File: src/rtl/spi_rx_axi_slave.sv
// 3-wire SPI receiver with AXI4-lite register access.
// SCLK is oversampled on CLK; MSB-first 32-bit words are buffered in a FIFO.
module spi_rx_axi_slave #(
    parameter int unsigned DEPTH = 8
) (
    input  logic        CLK,
    input  logic        RST,
    input  logic        CEB,
    input  logic        SCLK,
    input  logic        DATA,
    input  logic        axi_awvalid,
    output logic        axi_awready,
    input  logic [31:0] axi_awaddr,
    input  logic [2:0]  axi_awprot,
    input  logic        axi_wvalid,
    output logic        axi_wready,
    input  logic [31:0] axi_wdata,
    input  logic [3:0]  axi_wstrb,
    output logic        axi_bvalid,
    input  logic        axi_bready,
    input  logic        axi_arvalid,
    output logic        axi_arready,
    input  logic [31:0] axi_araddr,
    input  logic [2:0]  axi_arprot,
    output logic        axi_rvalid,
    input  logic        axi_rready,
    output logic [31:0] axi_rdata,
    output logic        IRQ
);
    localparam int unsigned AW = $clog2(DEPTH);
    localparam int unsigned CW = AW + 1;

    logic          r_ceb_s1, r_ceb_s2;
    logic          r_sclk_s1, r_sclk_s2, r_sclk_s3;
    logic          r_data_s1, r_data_s2;
    logic          r_armed;
    logic [31:0]   r_shift;
    logic [4:0]    r_bitcnt;
    logic [31:0]   r_mem [DEPTH];
    logic [AW-1:0] r_wptr, r_rptr;
    logic [CW-1:0] r_count;
    logic          r_ovf, r_ferr;
    logic          r_awready, r_bvalid, r_arready, r_rvalid, r_irq;
    logic [31:0]   r_rdata;

    logic          w_rise, w_shift_en, w_push, w_push_ok, w_drop, w_pop;
    logic          w_wr_fire, w_rd_fire, w_flush, w_clr, w_empty, w_full;
    logic [31:0]   w_word, w_status, w_rd_val;
    logic [CW-1:0] w_count_next;
    logic          w_unused;

    assign w_unused = ^{axi_awprot, axi_arprot, axi_wstrb, axi_awaddr[31:2],
                        axi_araddr[31:2], axi_wdata[31:2], r_shift[31]};

    // Receive only after CEB has been seen high, so reset values never fake an edge or a frame.
    assign w_rise     = r_sclk_s2 & ~r_sclk_s3;
    assign w_shift_en = w_rise & ~r_ceb_s2 & r_armed;
    assign w_push     = w_shift_en & (r_bitcnt == 5'd31);
    assign w_word     = {r_shift[30:0], r_data_s2};

    assign w_wr_fire = r_awready & axi_awvalid & axi_wvalid;
    assign w_rd_fire = r_arready & axi_arvalid;
    assign w_flush   = w_wr_fire & (axi_awaddr[1:0] == 2'd2) & axi_wdata[0];
    assign w_clr     = w_wr_fire & (axi_awaddr[1:0] == 2'd2) & axi_wdata[1];

    assign w_empty   = (r_count == '0);
    assign w_full    = (r_count == CW'(DEPTH));
    assign w_pop     = w_rd_fire & (axi_araddr[1:0] == 2'd0) & ~w_empty;
    assign w_push_ok = w_push & (~w_full | w_pop);
    assign w_drop    = w_push & w_full & ~w_pop;
    assign w_status  = {16'd0, 8'(r_count), 4'd0, r_ferr, r_ovf, w_full, w_empty};

    always_comb begin
        w_rd_val = 32'd0;
        case (axi_araddr[1:0])
            2'd0:    w_rd_val = w_empty ? 32'd0 : r_mem[r_rptr];
            2'd1:    w_rd_val = w_status;
            default: w_rd_val = 32'd0;
        endcase
    end

    // Flush overrides any same-cycle push or pop.
    always_comb begin
        w_count_next = r_count;
        if (w_flush)
            w_count_next = '0;
        else if (w_push_ok && !w_pop)
            w_count_next = r_count + CW'(1);
        else if (w_pop && !w_push_ok)
            w_count_next = r_count - CW'(1);
    end

    always_ff @(posedge CLK) begin
        if (w_push_ok && !w_flush)
            r_mem[r_wptr] <= w_word;
    end

    always_ff @(posedge CLK or posedge RST) begin
        if (RST) begin
            r_ceb_s1  <= 1'b0;
            r_ceb_s2  <= 1'b0;
            r_sclk_s1 <= 1'b0;
            r_sclk_s2 <= 1'b0;
            r_sclk_s3 <= 1'b0;
            r_data_s1 <= 1'b0;
            r_data_s2 <= 1'b0;
            r_armed   <= 1'b0;
            r_shift   <= 32'd0;
            r_bitcnt  <= 5'd0;
            r_wptr    <= '0;
            r_rptr    <= '0;
            r_count   <= '0;
            r_ovf     <= 1'b0;
            r_ferr    <= 1'b0;
            r_awready <= 1'b0;
            r_bvalid  <= 1'b0;
            r_arready <= 1'b0;
            r_rvalid  <= 1'b0;
            r_rdata   <= 32'd0;
            r_irq     <= 1'b0;
        end else begin
            r_ceb_s1  <= CEB;
            r_ceb_s2  <= r_ceb_s1;
            r_sclk_s1 <= SCLK;
            r_sclk_s2 <= r_sclk_s1;
            r_sclk_s3 <= r_sclk_s2;
            r_data_s1 <= DATA;
            r_data_s2 <= r_data_s1;

            if (r_ceb_s2) begin
                r_armed  <= 1'b1;
                r_bitcnt <= 5'd0;
                if (r_bitcnt != 5'd0)
                    r_ferr <= 1'b1;
            end else if (w_shift_en) begin
                r_shift  <= w_word;
                r_bitcnt <= r_bitcnt + 5'd1;
            end
            if (w_flush)
                r_bitcnt <= 5'd0;

            if (w_flush) begin
                r_wptr <= '0;
                r_rptr <= '0;
            end else begin
                if (w_push_ok)
                    r_wptr <= r_wptr + AW'(1);
                if (w_pop)
                    r_rptr <= r_rptr + AW'(1);
            end
            r_count <= w_count_next;
            r_irq   <= (w_count_next != '0);

            if (w_drop && !w_flush)
                r_ovf <= 1'b1;
            if (w_clr) begin
                r_ovf  <= 1'b0;
                r_ferr <= 1'b0;
            end

            // Write: ready pulse, effect on the handshake cycle, then response.
            r_awready <= axi_awvalid & axi_wvalid & ~r_bvalid & ~r_awready;
            if (w_wr_fire)
                r_bvalid <= 1'b1;
            else if (axi_bready)
                r_bvalid <= 1'b0;

            r_arready <= axi_arvalid & ~r_rvalid & ~r_arready;
            if (w_rd_fire) begin
                r_rvalid <= 1'b1;
                r_rdata  <= w_rd_val;
            end else if (axi_rready) begin
                r_rvalid <= 1'b0;
            end
        end
    end

    assign axi_awready = r_awready;
    assign axi_wready  = r_awready;
    assign axi_bvalid  = r_bvalid;
    assign axi_arready = r_arready;
    assign axi_rvalid  = r_rvalid;
    assign axi_rdata   = r_rdata;
    assign IRQ         = r_irq;
endmodule
File: config.mk
export PLATFORM = sky130hd
export DESIGN_NAME = spi_rx_axi_slave
export DESIGN_NICKNAME = d
export VERILOG_FILES = /design/src/rtl/spi_rx_axi_slave.sv
export SDC_FILE = /design/constraint.sdc
export NUM_CORES = 1
export LEC_CHECK = 0
export ABC_CLOCK_PERIOD_IN_PS = 10100
export BUFFER_PORTS_ARGS = -buffer_cell sky130_fd_sc_hd__buf_2
export CORE_ASPECT_RATIO = 1.4
export CORE_UTILIZATION = 55
export DETAILED_ROUTE_END_ITERATION = 8
export HOLD_SLACK_MARGIN = 0.05
export PLACE_DENSITY = 0.76
export SLEW_MARGIN = 15
export SYNTH_ARGS = -nofsm -noshare
export SYNTH_HDL_FRONTEND = slang
export SYNTH_SLANG_ARGS = --single-unit
File: constraint.sdc
create_clock -name CLK -period 10.1 [get_ports CLK]
set_input_delay 1.01 -clock CLK [delete_from_list [all_inputs] [get_ports CLK]]
set_output_delay 1.01 -clock CLK [all_outputs]
set_load 0.01 [all_outputs]
==> summary.txt, run 1 <==
#FFs+latches synth -> 349
Vias per Instance -> 5.915
Worst-Margin Slew -> 1.163 ns
Seq/Total Area, Yosys -> 74.84%
Cts bufs inserted -> 30
Synth top area share -> 57.45%
Critical Path AT -> 3.49 ns
Clk root buf -> clkbuf_16
Average wire per standard cell -> 22.70 µm
Maximum VDD drop -> 0.0001487 V
Hold Worst Slack -> 0.3531 ns
Routed Antenna Nets -> 0
Clock Path Buffers -> 3
Async SR Flop Fraction -> 26.65%
CTS tree -> done
Final Skew -> 0.01344 ns
First-pass GRT wire length -> 38.90 mm
Cell area after synthesis -> 0.01338 mm²
Total die area -> 0.02497 mm²
Final setup TNS -> 0 ns
Starting DRT DRC Count -> 486
Synth Area in Adders -> 0.7480%
Max Slew Vio Count -> 0
Share of cells above drive strength 1 -> 29.72%
Syn nets -> 817
Static Leak -> 5.392 nW
HP Class -> reg -> reg
Final instance area -> 0.01504 mm²
Top Ports -> 154
Largest cells by area after synthesis -> edfxtp_1 57%, dfrtp_1 17%, mux4_2 11%, mux2_2 3.1%, mux2i_1 2.2%
CP Max Fanout -> 37
Routed via count -> 6471
Post-synth EDFFs -> 256
Req. time, crit path -> 10.28 ns
Starting Density -> 56.01%
CTS sink cnt -> 349
Wire length on met3 -> 1.260 mm
Pre-antenna DRT Iters -> 5
Final Setup Violations -> 0
P&R area growth vs syn -> 12.41%
Number of global-route vias before repair -> 6839
Unrepaired setup endpoints after global routing -> false
Most frequent cells in the layout -> 256 x edfxtp_1, 90 x dfrtp_1, 64 x mux4_2, 53 x buf_2, 39 x nand2_1
Cell count after synthesis -> 693
Crit path kind -> reg -> reg
Startpoint types -> register
Mux cell area share after synthesis -> 16.35%
Largest area contributor in the netlist -> edfxtp_1
Pre-CTS setup slack -> 6.502 ns
Compound-Gate Fraction of Synth Area -> 2.553%
Final Wtd Congestion -> 0.7696
Part of the cycle the worst path needs -> 32.74%
Post-CTS sizing -> 0
M1 WL -> 9.854 mm
Final Hold Vio Count -> 0
Largest family of logic cells by synthesized area -> multiplexers
Gr ovfl total -> 0
Clock Latency Late Sink -> 0.55 ns
Clock-pin transition on the worst setup and hold timing paths -> 0.06 ns
# hold bufs at CTS -> 0
Post-DP HPWL -> 13.21 mm
Yosys warning total -> 0
Setup Fix Bufs, Post-CTS -> 0
DR top layer -> met4
PD cells -> 228.7 mW/mm²
Number of max-cap violations -> 0
Pin count of the biggest net entering global routing -> 67
Routed wl met2 -> 13.22 mm
GRT Resource Usage Total -> 20.71%
H-tree Lvls -> 1
Die height -> 186.6 µm
Minimum clock period -> 3.306 ns
Routed wire length -> 24.83 mm
Worst Slack Setup Final -> 6.794 ns
Xor and xnor area share after synthesis -> 0.5236%
Initial antenna violation count -> 0
Simple-gate share of the synthesized area -> 3.488%
Row cnt -> 67
Diodes inserted -> 0
Relative slew slack -> 22.02%
Mean area per synthesized cell -> 19.31 µm²
Finished Core Util -> 62.96%
Max Freq -> 0.3025 GHz
Main synth FF type -> edfxtp_1
Status -> completed
Die X -> 133.8 µm
Placed Area -> 0.01405 mm²
Most common cell after layout, fill and taps aside -> edfxtp_1
Critical Path End Type -> register
DRC Markers -> 0
Core Region -> 0.02389 mm²
Post-synth cell types -> 46
Nets -> 884
PortBufs -> 53
-- worst max-delay path, stage by stage (launching register included) --
cell and delay [ns]:
dfrtp_1 0.50, nor4bb_4 0.29, buf_4 0.53, o211ai_1 0.35
or3_1 0.55, nor3_2 0.16, buf_4 0.52
-- Yosys cell counts, types with 2 or more instances --
master      n
a21oi_1     6
mux4_2     64
edfxtp_1  256
dfrtp_1    93
xor2_1      4
nand2b_1    4
o21ai_1    30
and2_1      2
and3_1      2
xnor2_1     4
a22oi_1     7
inv_1      11
mux2i_1    30
mux2_4      2
o21ai_0     2
nor2b_1     4
nand2_1    39
buf_4       3
clkbuf_1   14
ha_1        8
buf_2      10
o211ai_1    2
buf_1       3
mux2_2     37
nor3_1     12
nor2_1     22
nor3b_1     2
buf_6       2
-- per-layer routing --
metal | GRT usage, % | vias to the layer above
met5 | 0 | -
met4 | 6.469 | 0
met3 | 2.554 | 37
met2 | 36.27 | 217
met1 | 26.96 | 3365
li1 | - | 2852
-- cell families (layout without fill, tap and decap cells) --
| logic type | after synthesis | in the layout |
|---|---|---|
| fa+ha+maj | 8 | 8 |
| mux | 133 | 133 |
| buf+inv | 43 | 134 |
| flops | 349 | 349 |
| xor+xnor | 8 | 8 |
| compound gates | 56 | 56 |
| simple gates | 96 | 96 |
-- flip-flops by register name, indices dropped and copies added, names as in the netlist, 3 cells and up --
name / cells
r_count: 4
r_bitcnt: 5
axi_rdata: 32
r_mem: 256
r_rptr: 3
r_shift: 31
r_wptr: 3
-- metrics by stage --
| stage | power [mW] | std cells |
|---|---|---|
| after floorplan | 2.181 | 693 |
| after CTS | 3.471 | 1094 |
| final | 3.440 | 1094 |
| after detailed placement | 2.342 | 1038 |
| after global placement | 2.315 | 1038 |
| after global routing | 3.575 | 1094 |
-- path summary, 6_finish.rpt --
check | startpoint | endpoint | slack (ns) | cells after the start
max | r_ceb_s2 | r_mem[0][16] | 6.79 | 6
min | r_data_s1 | r_data_s2 | 0.35 | 0
max reg2reg | r_ceb_s2 | r_mem[0][16] | 6.79 | 6
min reg2reg | r_data_s1 | r_data_s2 | 0.35 | 0
max in group asynchronous | RST | r_rptr[0] | 8.34 | 3
min in group asynchronous | RST | axi_rdata[29] | 0.47 | 2
-- power by group --
group          switching (mW)  internal [mW]
Clock                   0.489          0.647
Sequential              0.136           1.63
Combinational           0.245          0.296
-- area by class of cell --
cell class / count / area (µm²)
clock buffers: 43 / 860.8
clock inverters: 13 / 128.9
fillers: 1599 / 8850
inverters: 11 / 43.79
multi-input cells: 301 / 3227
flip-flops and latches: 349 / 10020
well taps: 310 / 387.9
repair buffers: 67 / 370.4
(Power assumes the default switching activity.)
==> inputs of run 2 (changes only) <==
Settings changed: ABC_CLOCK_PERIOD_IN_PS 10100 to 3000, CORE_UTILIZATION 55 to 52, PLACE_DENSITY 0.76 to 0.75.
Clock period 10.1 ns to 3 ns, I/O delays scaled along.
==> run 2 against run 1 <==
Net effect:
- non-clock buffer count up 20
- core utilization down 2.0 points
- global-route usage down 0.34 points
- clock skew about the same
- largest cell class unchanged
- clock-buffer cell count down 9
- hold slack worse by 0.23 ns
- first-iteration DRC count down 16%
- cell area up 2.6%
- fmax up 25%
- wire length up 2.7%
- combinational power rose to 3.3 times the previous value
- highest routed layer unchanged
==> summary.txt, run 2 (same netlist as run 1, synthesis figures left out) <==
Final Skew -> 0.01318 ns
Post-CTS sizing -> 0
Number of global-route vias before repair -> 6921
CTS sink cnt -> 349
Met1 Usage GRT -> 25.21%
Row cnt -> 69
Number of max-cap violations -> 0
Vias per Instance -> 5.919
M2 GR Usage -> 35.45%
Share of cells above drive strength 1 -> 30.85%
Power, Total -> 11.71 mW
Clk root buf -> clkbuf_16
Final cell count without fillers -> 1123
Cts bufs inserted -> 30
Crit-path max cell delay -> 0.55 ns
Critical Path Stages -> 7
Static Leak -> 5.506 nW
Routed Antenna Nets -> 0
PortBufs -> 53
Seq. cell area -> 0.01002 mm²
Hold path depth -> 4
Clock-pin transition on the worst setup and hold timing paths -> 0.07 ns
Final Hold Vio Count -> 0
Pre-CTS setup slack -> 0.3743 ns
Nets -> 904
Worst Slack Setup Final -> 0.3452 ns
Critical Path End Type -> register
Most common cell after layout, fill and taps aside -> edfxtp_1
Logic gate share of total power -> 15.3%
Setup Fix Bufs, Post-CTS -> 0
R2R cell count -> 7
Clock power frac -> 34.1%
Crit path kind -> reg -> reg
Most frequent cells in the layout -> 256 x edfxtp_1, 90 x dfrtp_1, 64 x mux4_2, 53 x buf_2, 39 x nand2_1
CP most frequent cell -> ha_1
Buffer and inverter count on the worst path -> 1
Met3 Usage GRT -> 3.167%
Worst-Margin Slew -> 0.8362 ns
Average wire per standard cell -> 22.70 µm
Max Freq -> 0.3767 GHz
DRC Markers -> 0
Placed cell count -> 1056
Req. time, crit path -> 3.23 ns
Status -> completed
Crit-path slowest cell -> or3_1
Top Ports -> 154
Startpoint types -> register
Final Wtd Congestion -> 0.8150
Diodes inserted -> 0
GRT Resource Usage Total -> 20.37%
# hold bufs at CTS -> 11
Part of the cycle the worst path needs -> 88.49%
Clock Path Buffers -> 3
CP Max Fanout -> 32
Max FFs per register -> 256
H-tree Lvls -> 1
PD cells -> 758.8 mW/mm²
Sw power -> 2.956 mW
Critical Path AT -> 2.89 ns
Maximum VDD drop -> 0.0005148 V
Total die area -> 0.02639 mm²
Core Region -> 0.02530 mm²
Unrepaired setup endpoints after global routing -> false
Relative slew slack -> 44.25%
Reg power frac -> 50.6%
Die X -> 137.6 µm
Starting Density -> 52.90%
Fillers -> 1744
Pin count of the biggest net entering global routing -> 48
Minimum clock period -> 2.655 ns
Initial antenna violation count -> 0
First-pass GRT wire length -> 38.94 mm
Sw Ratio -> 25.25%
Max Slew Vio Count -> 0
Final Setup Violations -> 0
Gr ovfl total -> 0
Post-DP HPWL -> 13.73 mm
Crit-path cells -> ha_1 > and3_1 > ha_1 > o211ai_1 > or3_1 > nor3_4 > buf_12
P&R area growth vs syn -> 15.32%
HP Class -> in -> reg
Crit path max-delay family -> simple AND/OR/NAND/NOR gates
Die height -> 191.8 µm
Gr busiest metal -> met2
Routed wire length -> 25.49 mm
Pre-antenna DRT Iters -> 8
Area of the multi-input gates -> 0.003239 mm²
Internal Power -> 8.753 mW
Top reg by flops -> r_mem
Clock Latency Late Sink -> 0.55 ns
Starting DRT DRC Count -> 406
CTS tree -> done
Routed via count -> 6647
==> run 2: changes by cell type in the layout (fill, tap and decap cells not counted), moves of 5 or more <==
cell	change
clkinvlp_4	+5
clkbuf_1	-7
dlygate4sd3_1	+11
buf_12	+11
==> run 2: routing by layer <==
| layer | vias to the layer above | wire length, µm |
|---|---|---|
| met5 | - | 0 |
| met4 | 0 | 780 |
| met3 | 51 | 1329 |
| met2 | 217 | 13320 |
| met1 | 3486 | 10060 |
| li1 | 2893 | - |
==> run 2: worst paths after layout <==
kind                                       to         start  slack, ns
worst max-delay path             r_mem[0][16]   r_bitcnt[0]       0.35
worst min-delay path                r_wptr[2]  axi_wdata[0]       0.13
worst max register to register   r_mem[0][16]   r_bitcnt[0]       0.35
worst min register to register      r_sclk_s2     r_sclk_s1       0.35
max in group asynchronous       axi_rdata[16]           RST       1.94
min in group asynchronous       axi_rdata[29]           RST       0.36
==> run 2: area by class of cell <==
| type | instances | area share [%] |
|---|---|---|
| Sequential cell | 349 | 64.94 |
| Multi-Input combinational cell | 301 | 20.99 |
| Clock buffer | 34 | 5.230 |
| Timing Repair Buffer | 87 | 4.443 |
| Tap cell | 319 | 2.587 |
| Clock inverter | 22 | 1.524 |
| Inverter | 11 | 0.2838 |
==> run 2: metrics by stage <==
step | instance area, µm² | TNS (ns) | utilization (%) | hold WS, ns
3_5_place_dp | 14280 | 0 | 56.45 | 0.3356
3_3_place_gp | 14280 | 0 | 56.45 | 0.3375
5_1_grt | 15430 | 0 | 61.00 | 0.1470
6_report | 15430 | 0 | 61.00 | 0.1254
2_1_floorplan | 13410 | -26.79 | - | 0.3312
4_1_cts | 15430 | 0 | 61.00 | 0.1036
==> run 2: worst reg2reg max path, stage by stage (launching register included) <==
cell	delay, ns
dfrtp_1	0.41
ha_1	0.20
and3_1	0.17
ha_1	0.25
o211ai_1	0.24
or3_1	0.55
nor3_4	0.22
buf_12	0.28
==> run 2: power by group through the flow <==
stage | registers, mW | clock network (mW) | logic (mW)
6_report | 5.93 | 3.99 | 1.79
5_1_grt | 5.98 | 4.25 | 1.94
4_1_cts | 5.93 | 4.06 | 1.82
3_5_place_dp | 6.03 | 0 | 1.79
3_3_place_gp | 5.99 | 0 | 1.74
2_1_floorplan | 5.79 | 0 | 1.44
==> inputs of run 3 (changes only) <==
Settings changed: ABC_CLOCK_PERIOD_IN_PS 3000 to 2700, CORE_UTILIZATION 52 to 55, PLACE_DENSITY 0.75 to 0.76.
Clock period 3 ns to 2.7 ns, I/O delays scaled along.
==> run 3 against run 2 <==
Net effect:
- global-route usage is 0.69 points higher
- via count is 0.59% lower
- sequential power is 9.8% higher
- power is 14% higher
- flip-flop and latch count stayed put
- wire length is 0.70% lower
- cell area is 0.84% higher
- clock skew is 0.00082 ns lower
- fmax is 4.4% higher
- sequential share of layout area is 0.54 points lower
- critical endpoint is now IRQ
- highest routed layer unchanged
==> summary.txt, run 3 (same netlist as run 1, synthesis figures left out) <==
Final Wtd Congestion -> 0.7661
GRT Resource Usage Total -> 21.06%
Maximum VDD drop -> 0.0005928 V
Worst Slack Setup Final -> 0.1563 ns
Post-CTS sizing -> 0
CP Max Fanout -> 21
Row cnt -> 67
PD cells -> 854.5 mW/mm²
Pin count of the biggest net entering global routing -> 69
Clock-pin transition on the worst setup and hold timing paths -> 0.06 ns
Number of max-cap violations -> 0
Clock Latency Late Sink -> 0.56 ns
Vias per Instance -> 5.884
Max FFs per register -> 256
CP most frequent cell -> buf_4
Part of the cycle the worst path needs -> 94.21%
Max Freq -> 0.3931 GHz
Top Ports -> 154
Most common cell after layout, fill and taps aside -> edfxtp_1
Final Hold Vio Count -> 0
Cts bufs inserted -> 31
Reg-to-Reg Start -> r_ceb_s2
Static Leak -> 5.572 nW
Routed wire length -> 25.31 mm
Internal reg-to-reg setup slack -> 0.16 ns
HP Class -> in -> reg
Die X -> 133.8 µm
H-tree Lvls -> 1
Relative slew slack -> 37.45%
Hold_sp -> axi_wdata[0]
Fillers -> 1518
Most frequent cells in the layout -> 256 x edfxtp_1, 90 x dfrtp_1, 64 x mux4_2, 53 x buf_2, 39 x nand2_1
CTS sink cnt -> 349
Core Region -> 0.02389 mm²
Diodes inserted -> 0
Hold endpoint -> r_count[0]
Starting Density -> 56.01%
Buffer and inverter count on the worst path -> 2
Final Setup Violations -> 0
Startpoint types -> register
Pre-CTS setup slack -> 0.1612 ns
Critical Path AT -> 3.04 ns
Minimum clock period -> 2.544 ns
Area of the multi-input gates -> 0.003264 mm²
Worst-Margin Slew -> 0.9382 ns
Final Skew -> 0.01235 ns
Clock Path Buffers -> 3
CTS tree -> done
Number of global-route vias before repair -> 6965
P&R area growth vs syn -> 16.28%
Routed Antenna Nets -> 0
Nets -> 912
Power, Total -> 13.30 mW
Crit-path max cell delay -> 0.48 ns
Die height -> 186.6 µm
Starting DRT DRC Count -> 555
First-pass GRT wire length -> 39.32 mm
Total die area -> 0.02497 mm²
Crit path kind -> reg -> reg
Crit path max-delay family -> compound AO/OA/AOI/OAI gates
Req. time, crit path -> 3.19 ns
Pre-antenna DRT Iters -> 4
Post-DP HPWL -> 13.89 mm
Crit-path slowest cell -> dfrtp_1
Share of cells above drive strength 1 -> 31.86%
Clk root buf -> clkbuf_16
Top reg by flops -> r_mem
DRC Markers -> 0
Unrepaired setup endpoints after global routing -> false
Seq. cell area -> 0.01002 mm²
Hold Worst Slack -> 0.08374 ns
Crit-path cells -> nor4bb_4 > buf_4 > buf_4 > o2111ai_1 > a211o_1 > a21oi_1 > a2111o_1
Gr ovfl total -> 0
Max Slew Vio Count -> 0
Critical Path End Type -> register
PortBufs -> 53
R2R Path End -> IRQ
Status -> completed
Average wire per standard cell -> 22.54 µm
Hold path depth -> 3
Initial antenna violation count -> 0
Routed via count -> 6608
R2R cell count -> 7
run 3: changes by cell type in the layout (fill, tap and decap cells not counted), sizes merged:
| cell | change |
|---|---|
| buf | +7 |
| clkbuf | +4 |
| clkinv | -4 |
| bufinv | +3 |
| clkinvlp | -2 |
| inv | +1 |
run 3: metal layers:
layer / GRT usage [%] / wire [µm] / share of wire [%]
met1: 27.74 / 10150 / 40
met2: 37.19 / 13530 / 53
met3: 2.228 / 1217 / 4.8
met4: 5.857 / 413 / 1.6
met5: 0 / 0 / 0
run 3: power breakdown:
| part | internal [mW] | switching [mW] | total, mW |
|---|---|---|---|
| clock | 2.84 | 1.89 | 4.73 |
| combinational | 1.11 | 0.937 | 2.05 |
| sequential | 6.07 | 0.441 | 6.51 |
| total | 10.0 | 3.27 | 13.3 |
run 3: layout make-up:
class | count | share of cell area [%]
Sequential cell | 349 | 64.40
Multi-Input combinational cell | 301 | 20.98
Clock buffer | 38 | 5.283
Timing Repair Buffer | 94 | 4.664
Tap cell | 310 | 2.493
Clock inverter | 20 | 1.898
Inverter | 11 | 0.2814
run 3: timing repair:
item | CTS | global route
hold buffers | 11 | 0
setup endpoints to repair | 0 | 0
endpoints found under the hold margin | 77 | 0
setup buffers | 0 | 0
run 3: worst max-delay path by stage:
stage | endpoint | cells past startpoint | slack [ns] | from
2_1_floorplan | r_mem[7][0] | 7 | -0.42 | r_ceb_s2
3_3_place_gp | IRQ | 7 | 0.23 | r_ceb_s2
3_5_place_dp | IRQ | 7 | 0.16 | r_ceb_s2
4_1_cts | IRQ | 7 | 0.13 | r_ceb_s2
5_1_grt | r_mem[1][25] | 9 | 0.04 | r_count[1]
6_report | IRQ | 7 | 0.16 | r_ceb_s2
run 3: worst register-to-register path, delay by kind of cell (launching register included):
family	cells	cell delay (ns)
AOI/OAI and AO/OA	4	0.93
and+or+nand+nor	1	0.34
DFF	1	0.48
buffers and inverters	2	0.73
run 3: per-stage QoR:
step           util (%)  instances  TNS [ns]  area [µm²]
6_report          65.13       1123         0       15560
5_1_grt           65.13       1123         0       15560
4_1_cts           65.13       1123         0       15560
3_5_place_dp      59.99       1054         0       14330
3_3_place_gp      59.99       1054         0       14330
2_1_floorplan         -        693    -65.25       13430
